$ cat config.mk
export PLATFORM = sky130hd
export DESIGN_NAME = ps2_host_tx
export DESIGN_NICKNAME = d
export VERILOG_FILES = /design/src/rtl/ps2_pkg.sv /design/src/rtl/ps2_sync_edge.sv /design/src/rtl/ps2_host_tx.sv
export SDC_FILE = /design/constraint.sdc
export NUM_CORES = 1
export LEC_CHECK = 0
export BUFFER_PORTS_ARGS = -buffer_cell sky130_fd_sc_hd__buf_2
export CORE_MARGIN = 2
export CORE_UTILIZATION = 45
export CTS_CLUSTER_DIAMETER = 150
export DETAILED_ROUTE_END_ITERATION = 10
export REMOVE_ABC_BUFFERS = 1
export SYNTH_ARGS = -nofsm -noshare
export SYNTH_HDL_FRONTEND = slang
export SYNTH_SLANG_ARGS = --single-unit
$ cat constraint.sdc
create_clock -name i_clock -period 2.75 [get_ports i_clock]
set_input_delay 0.1375 -clock i_clock [delete_from_list [all_inputs] [get_ports i_clock]]
set_output_delay 0.1375 -clock i_clock [all_outputs]
set_load 0.005 [all_outputs]
$ cat src/rtl/ps2_pkg.sv
// Shared PS/2 definitions: host transmitter states, common keyboard commands
// and the odd-parity frame builder used by the send path.
package ps2_pkg;

   typedef enum logic [3:0] {
      IDLE,
      INHIBIT,
      RQST,
      DATA,
      STOP,
      ACK,
      WAITIDLE,
      DONE,
      ERR
   } ps2_tx_state_e;

   localparam logic [7:0] PS2_CMD_SET_LEDS = 8'hED;
   localparam logic [7:0] PS2_CMD_RESET    = 8'hFF;

   // Parity bit sits above the byte so the frame shifts out LSB first.
   function automatic logic [8:0] ps2_frame(input logic [7:0] data);
      return {~^data, data};
   endfunction

endpackage

$ cat src/rtl/ps2_sync_edge.sv
// Two-flop synchronizer for one raw PS/2 line plus a falling-edge strobe.
// Idle level of both PS/2 lines is high, so the flops reset to 1.
module ps2_sync_edge (
   input  logic i_clock,
   input  logic i_resetn,
   input  logic i_line,
   output logic o_sync,
   output logic o_fall
);

   logic r_meta;
   logic r_sync;
   logic r_prev;

   always_ff @(posedge i_clock or negedge i_resetn) begin
      if (!i_resetn) begin
         r_meta <= 1'b1;
         r_sync <= 1'b1;
         r_prev <= 1'b1;
      end else begin
         r_meta <= i_line;
         r_sync <= r_meta;
         r_prev <= r_sync;
      end
   end

   assign o_sync = r_sync;
   assign o_fall = r_prev & ~r_sync;

endmodule

$ cat src/rtl/ps2_host_tx.sv
// Host-to-device PS/2 transmitter: inhibits the bus, issues a request-to-send,
// then shifts one byte plus odd parity out on device clock falls and checks the ACK.
module ps2_host_tx
   import ps2_pkg::*;
#(
   parameter int INHIBIT_CYCLES = 1200,
   parameter int TIMEOUT_CYCLES = 150000
) (
   input  logic       i_clock,
   input  logic       i_resetn,
   input  logic [7:0] i_tx_data,
   input  logic       i_tx_valid,
   output logic       o_tx_ready,
   input  logic       i_ps2_clk_in,
   input  logic       i_ps2_data_in,
   output logic       o_ps2_clk_oe,
   output logic       o_ps2_data_oe,
   output logic       o_busy,
   output logic       o_tx_done,
   output logic       o_tx_error
);

   localparam int             TW           = $clog2(TIMEOUT_CYCLES + 1);
   localparam logic [TW-1:0]  INHIBIT_LAST = TW'(INHIBIT_CYCLES - 1);
   localparam logic [TW-1:0]  TIMEOUT_MAX  = TW'(TIMEOUT_CYCLES);

   ps2_tx_state_e r_state;
   ps2_tx_state_e w_next;

   logic [8:0]    r_frame;
   logic [3:0]    r_bit_cnt;
   logic [TW-1:0] r_timer;
   logic          r_clk_oe;
   logic          r_data_oe;

   logic w_clk_sync;
   logic w_clk_fall;
   logic w_data_sync;
   logic w_unused_data_fall;
   logic w_timed;
   logic w_restart;

   ps2_sync_edge u_clk_sync (
      .i_clock  (i_clock),
      .i_resetn (i_resetn),
      .i_line   (i_ps2_clk_in),
      .o_sync   (w_clk_sync),
      .o_fall   (w_clk_fall)
   );

   ps2_sync_edge u_data_sync (
      .i_clock  (i_clock),
      .i_resetn (i_resetn),
      .i_line   (i_ps2_data_in),
      .o_sync   (w_data_sync),
      .o_fall   (w_unused_data_fall)
   );

   assign w_timed   = r_state inside {RQST, DATA, STOP, ACK, WAITIDLE};
   assign w_restart = w_clk_fall && (r_state inside {DATA, STOP, ACK});

   always_ff @(posedge i_clock or negedge i_resetn) begin
      if (!i_resetn) r_state <= IDLE;
      else           r_state <= w_next;
   end

   always_comb begin
      w_next = r_state;
      case (r_state)
         IDLE:     if (i_tx_valid) w_next = INHIBIT;
         INHIBIT:  if (r_timer == INHIBIT_LAST) w_next = RQST;
         RQST:     w_next = DATA;
         DATA:     if (w_clk_fall && r_bit_cnt == 4'd8) w_next = STOP;
         STOP:     if (w_clk_fall) w_next = ACK;
         ACK:      if (w_clk_fall) w_next = w_data_sync ? ERR : WAITIDLE;
         WAITIDLE: if (w_clk_sync && w_data_sync) w_next = DONE;
         DONE:     w_next = IDLE;
         ERR:      w_next = IDLE;
         default:  w_next = IDLE;
      endcase
      // A silent device must never strand the bus, whatever phase we are in.
      if (w_timed && r_timer >= TIMEOUT_MAX) w_next = ERR;
   end

   always_comb begin
      o_tx_ready = (r_state == IDLE);
      o_busy     = (r_state != IDLE);
      o_tx_done  = (r_state == DONE);
      o_tx_error = (r_state == ERR);
   end

   always_ff @(posedge i_clock or negedge i_resetn) begin
      if (!i_resetn) begin
         r_frame   <= '0;
         r_bit_cnt <= '0;
         r_timer   <= '0;
         r_clk_oe  <= 1'b0;
         r_data_oe <= 1'b0;
      end else begin
         if (r_state != w_next || w_restart) r_timer <= '0;
         else if (r_timer != TIMEOUT_MAX)    r_timer <= r_timer + TW'(1);

         case (r_state)
            IDLE: if (i_tx_valid) begin
               r_frame   <= ps2_frame(i_tx_data);
               r_bit_cnt <= 4'd0;
               r_clk_oe  <= 1'b1;
            end
            INHIBIT: if (w_next == RQST) r_data_oe <= 1'b1;
            RQST:    r_clk_oe <= 1'b0;
            DATA: if (w_clk_fall) begin
               r_data_oe <= ~r_frame[r_bit_cnt];
               r_bit_cnt <= r_bit_cnt + 4'd1;
            end
            STOP:    if (w_clk_fall) r_data_oe <= 1'b0;
            default: ;
         endcase

         // Release both lines as soon as an error is decided.
         if (w_next == ERR) begin
            r_clk_oe  <= 1'b0;
            r_data_oe <= 1'b0;
         end
      end
   end

   assign o_ps2_clk_oe  = r_clk_oe;
   assign o_ps2_data_oe = r_data_oe;

endmodule

==> metrics.cfg <==
[yosys]
async_reset_ff_share_pct=100
synth_adder_area_share_pct=2.00
synth_warnings=0
synth_area_leaders=dfrtp_1 (37%), nand2_1 (5.7%), dfstp_2 (5.2%)
synth_mux_area_share_pct=3.89
synth_cell_types=52
synth-xor-area-share_pct=9.08
synth-edff-count=0
synth_area_leader_cell=dfrtp_1
synth_top_family_by_area=simple AND/OR/NAND/NOR gates
avgSynthCellArea_um2=9.80
synthCells=256
ys_ff_latch=42
synthesis.area_um2=2510
yosysSeqAreaShare_pct=42.1
synth-compound-area-share_pct=9.88
synth-main-ff-cell=dfrtp_1
synth_top_area_share_pct=36.9
synthSimpleGateAreaFrac_pct=29.5

[cts]
cts_made_buffers=5
htreeDepth=2
cts_resized=0
clk_pin_slew_worst_paths_ns=0.08
tritoncts=built
cts.sinks=42
clk_latency_ns=0.30
clockBufferDepth=2
root_buffer=clkbuf_8

[placement]
hpwl_um=3380
numPortBuffers=18
placed_area_um2=2680
routabilityCongestion=0.781

[sta]
relSlewSlack_pct=38.1
holdWs_ns=-0.0229
hold_viol_final=37
tightest_slew_ns=0.929
period_needed_ns=2.28
slew_violations=0
tns_ns=0
clock_skew_ns=0.0105
finalSetupViolations=0
finalCritPeriodShare_pct=83.0
timing.fmax_mhz=438
grt_setup_unrepaired=no

[floorplanning]
fp.dieH_um=78.7
core_area_um2=5440
fp-row-count=27
die_x_um=78.7
die_area_um2=6190
num_io_pins=19
start_util_pct=46.1

[drt]
viasPerCell=5.31
drtIter0Drc=109
post_drt_wl_per_cell_um=13.6
vias=1864
ant_nets=0
dr.pass1.iters=4
drc=0
wirelength_um=4760

[critical_path]
crit_required_ns=2.96
critical_path_class=reg -> reg
startpoint_type=flip-flop
r2r_cells=7
path_max_fanout=18
cp.arrival_ns=2.49
end_kind=flip-flop

[finish]
antenna_cells=0
finalInstanceArea_um2=2790
drive_above_1_share_pct=22.2
fin_util_pct=51.3
nFillCells=515
nets=295
area_delta_synth_final_pct=11.3

[worst_hold_path]
holdCritPathClass=in -> async

[power]
pwr_density_cell_nw_per_um2=385
p_total_w=0.00107
vdd_drop_max_mv=0.300
p_leak_nw=1.24

[global_route]
grt_pass1_vias=1820
grtUsageTotal_pct=17.0
grt_pass1_wl_um=8350
grt_antenna_before_repair=0
overflow=0
grt_max_degree=43

[run_status]
outcome=finished with violations
violations=negative hold slack

[flow_run]
maxCapViolations=0

-- registers in the layout, summed over array words and instances, names as in the netlist --
name                cells
o_ps2_data_oe           1
u_clk_sync.o_sync       1
u_clk_sync.r_prev       1
r_frame                 9
r_timer                18
u_data_sync.r_meta      1
u_data_sync.o_sync      1
r_state                 4
o_ps2_clk_oe            1
u_clk_sync.r_meta       1
r_bit_cnt               4
-- worst paths after layout --
path / from / endpoint / slack, ns
setup / recovery: r_timer[9] / r_timer[10] / 0.47
hold / removal: i_resetn / r_timer[12] / -0.02
setup reg to reg: r_timer[9] / r_timer[10] / 0.47
hold reg to reg: u_data_sync.r_meta / u_data_sync.o_sync / 0.36
max in group asynchronous: i_resetn / r_timer[4] / 2.19
min in group i_clock: i_tx_data[7] / r_frame[7] / 0.05
-- synth_stat cells (5+ instances only) --
library cell  count
dfstp_2           5
nor2_1           24
nor3_2           10
inv_1             6
nand2_1          38
a21oi_1           5
nor3_1           10
xnor2_1          14
xor2_1           12
clkbuf_1          7
nand3_1           6
dfrtp_1          37
nand4_1           7
o21ai_0           5
-- critical path: stages, from the launching register on --
cell and delay (ns):
dfrtp_1 0.46, or3_4 0.45, a2111oi_4 0.39, nor3_4 0.10
and4bb_1 0.33, a21oi_4 0.03, buf_4 0.22, nor3_1 0.21
-- per-layer routing --
layer	routed length (um)	GRT usage (%)	share of wire [%]	up-vias
met5	0	0	0	-
met4	69	6.67	1.4	0
met3	142	3.10	3.0	4
met2	2150	26.5	45	30
met1	2400	23.4	50	891
li1	-	-	-	939
-- final cells by class --
type / count / area, um2 / share of cell area, %
inverters: 6 / 22.5 / 0.806
repair buffers: 28 / 170 / 6.09
well taps: 72 / 90.1 / 3.23
multi-input cells: 195 / 1360 / 48.8
flip-flops and latches: 42 / 1060 / 37.9
clock buffers: 5 / 68.8 / 2.46
clock inverters: 3 / 21.3 / 0.762
-- through the flow --
step	hold slack, ns	cells	setup slack (ns)
after floorplan	-0.158	243	0.410
after global placement	0.243	341	0.504
after detailed placement	0.244	341	0.480
after CTS	0.0112	351	0.454
after global routing	0.0482	351	0.295
final	-0.0229	351	0.467
-- logic make-up (layout without fill, tap and decap cells) --
family | Yosys count | after routing
AOI/OAI and AO/OA | 28 | 28
xor gates and xnor gates | 26 | 26
muxes | 7 | 7
buffers and inverters | 19 | 42
adders and majority gates | 4 | 4
and+or+nand+nor | 130 | 130
DFF | 42 | 42
-- cells in the final DEF, fill, tap and decap left out, types with 2 or more instances in the layout --
cell type       n
o21ai_0         5
nand3_1         6
a21oi_1         5
nor2b_1         4
buf_2          18
nor2_1         24
and3_1          4
nor3_2         10
buf_4           8
mux4_2          2
inv_1           6
xnor2_1        14
xor2_1         12
nor4_1          3
ha_1            4
or3b_1          2
nand2b_1        4
o21a_1          2
a22oi_1         2
mux2_2          2
nand2_1        38
and2_1          2
dlygate4sd3_1   2
a2111oi_4       2
o211ai_1        3
mux2i_1         3
dfstp_2         5
dfrtp_1        37
clkbuf_8        5
nor3_1         10
nor4bb_1        2
or3_4           2
nand4_1         7
nor4b_1         4
-- power by group --
group	leakage, nW	internal, W	switching [W]
logic	0.654	0.0000220	0.0000274
clock network	0.0441	0.000178	0.000221
registers	0.540	0.000624	0.00000265
-- timing repair --
item | in CTS | in global routing
hold buffers | 2 | 0
setup buffers | 0 | 0
hold endpoints to repair | 2 | 0
Note: power is estimated with default switching activity, not from simulation.
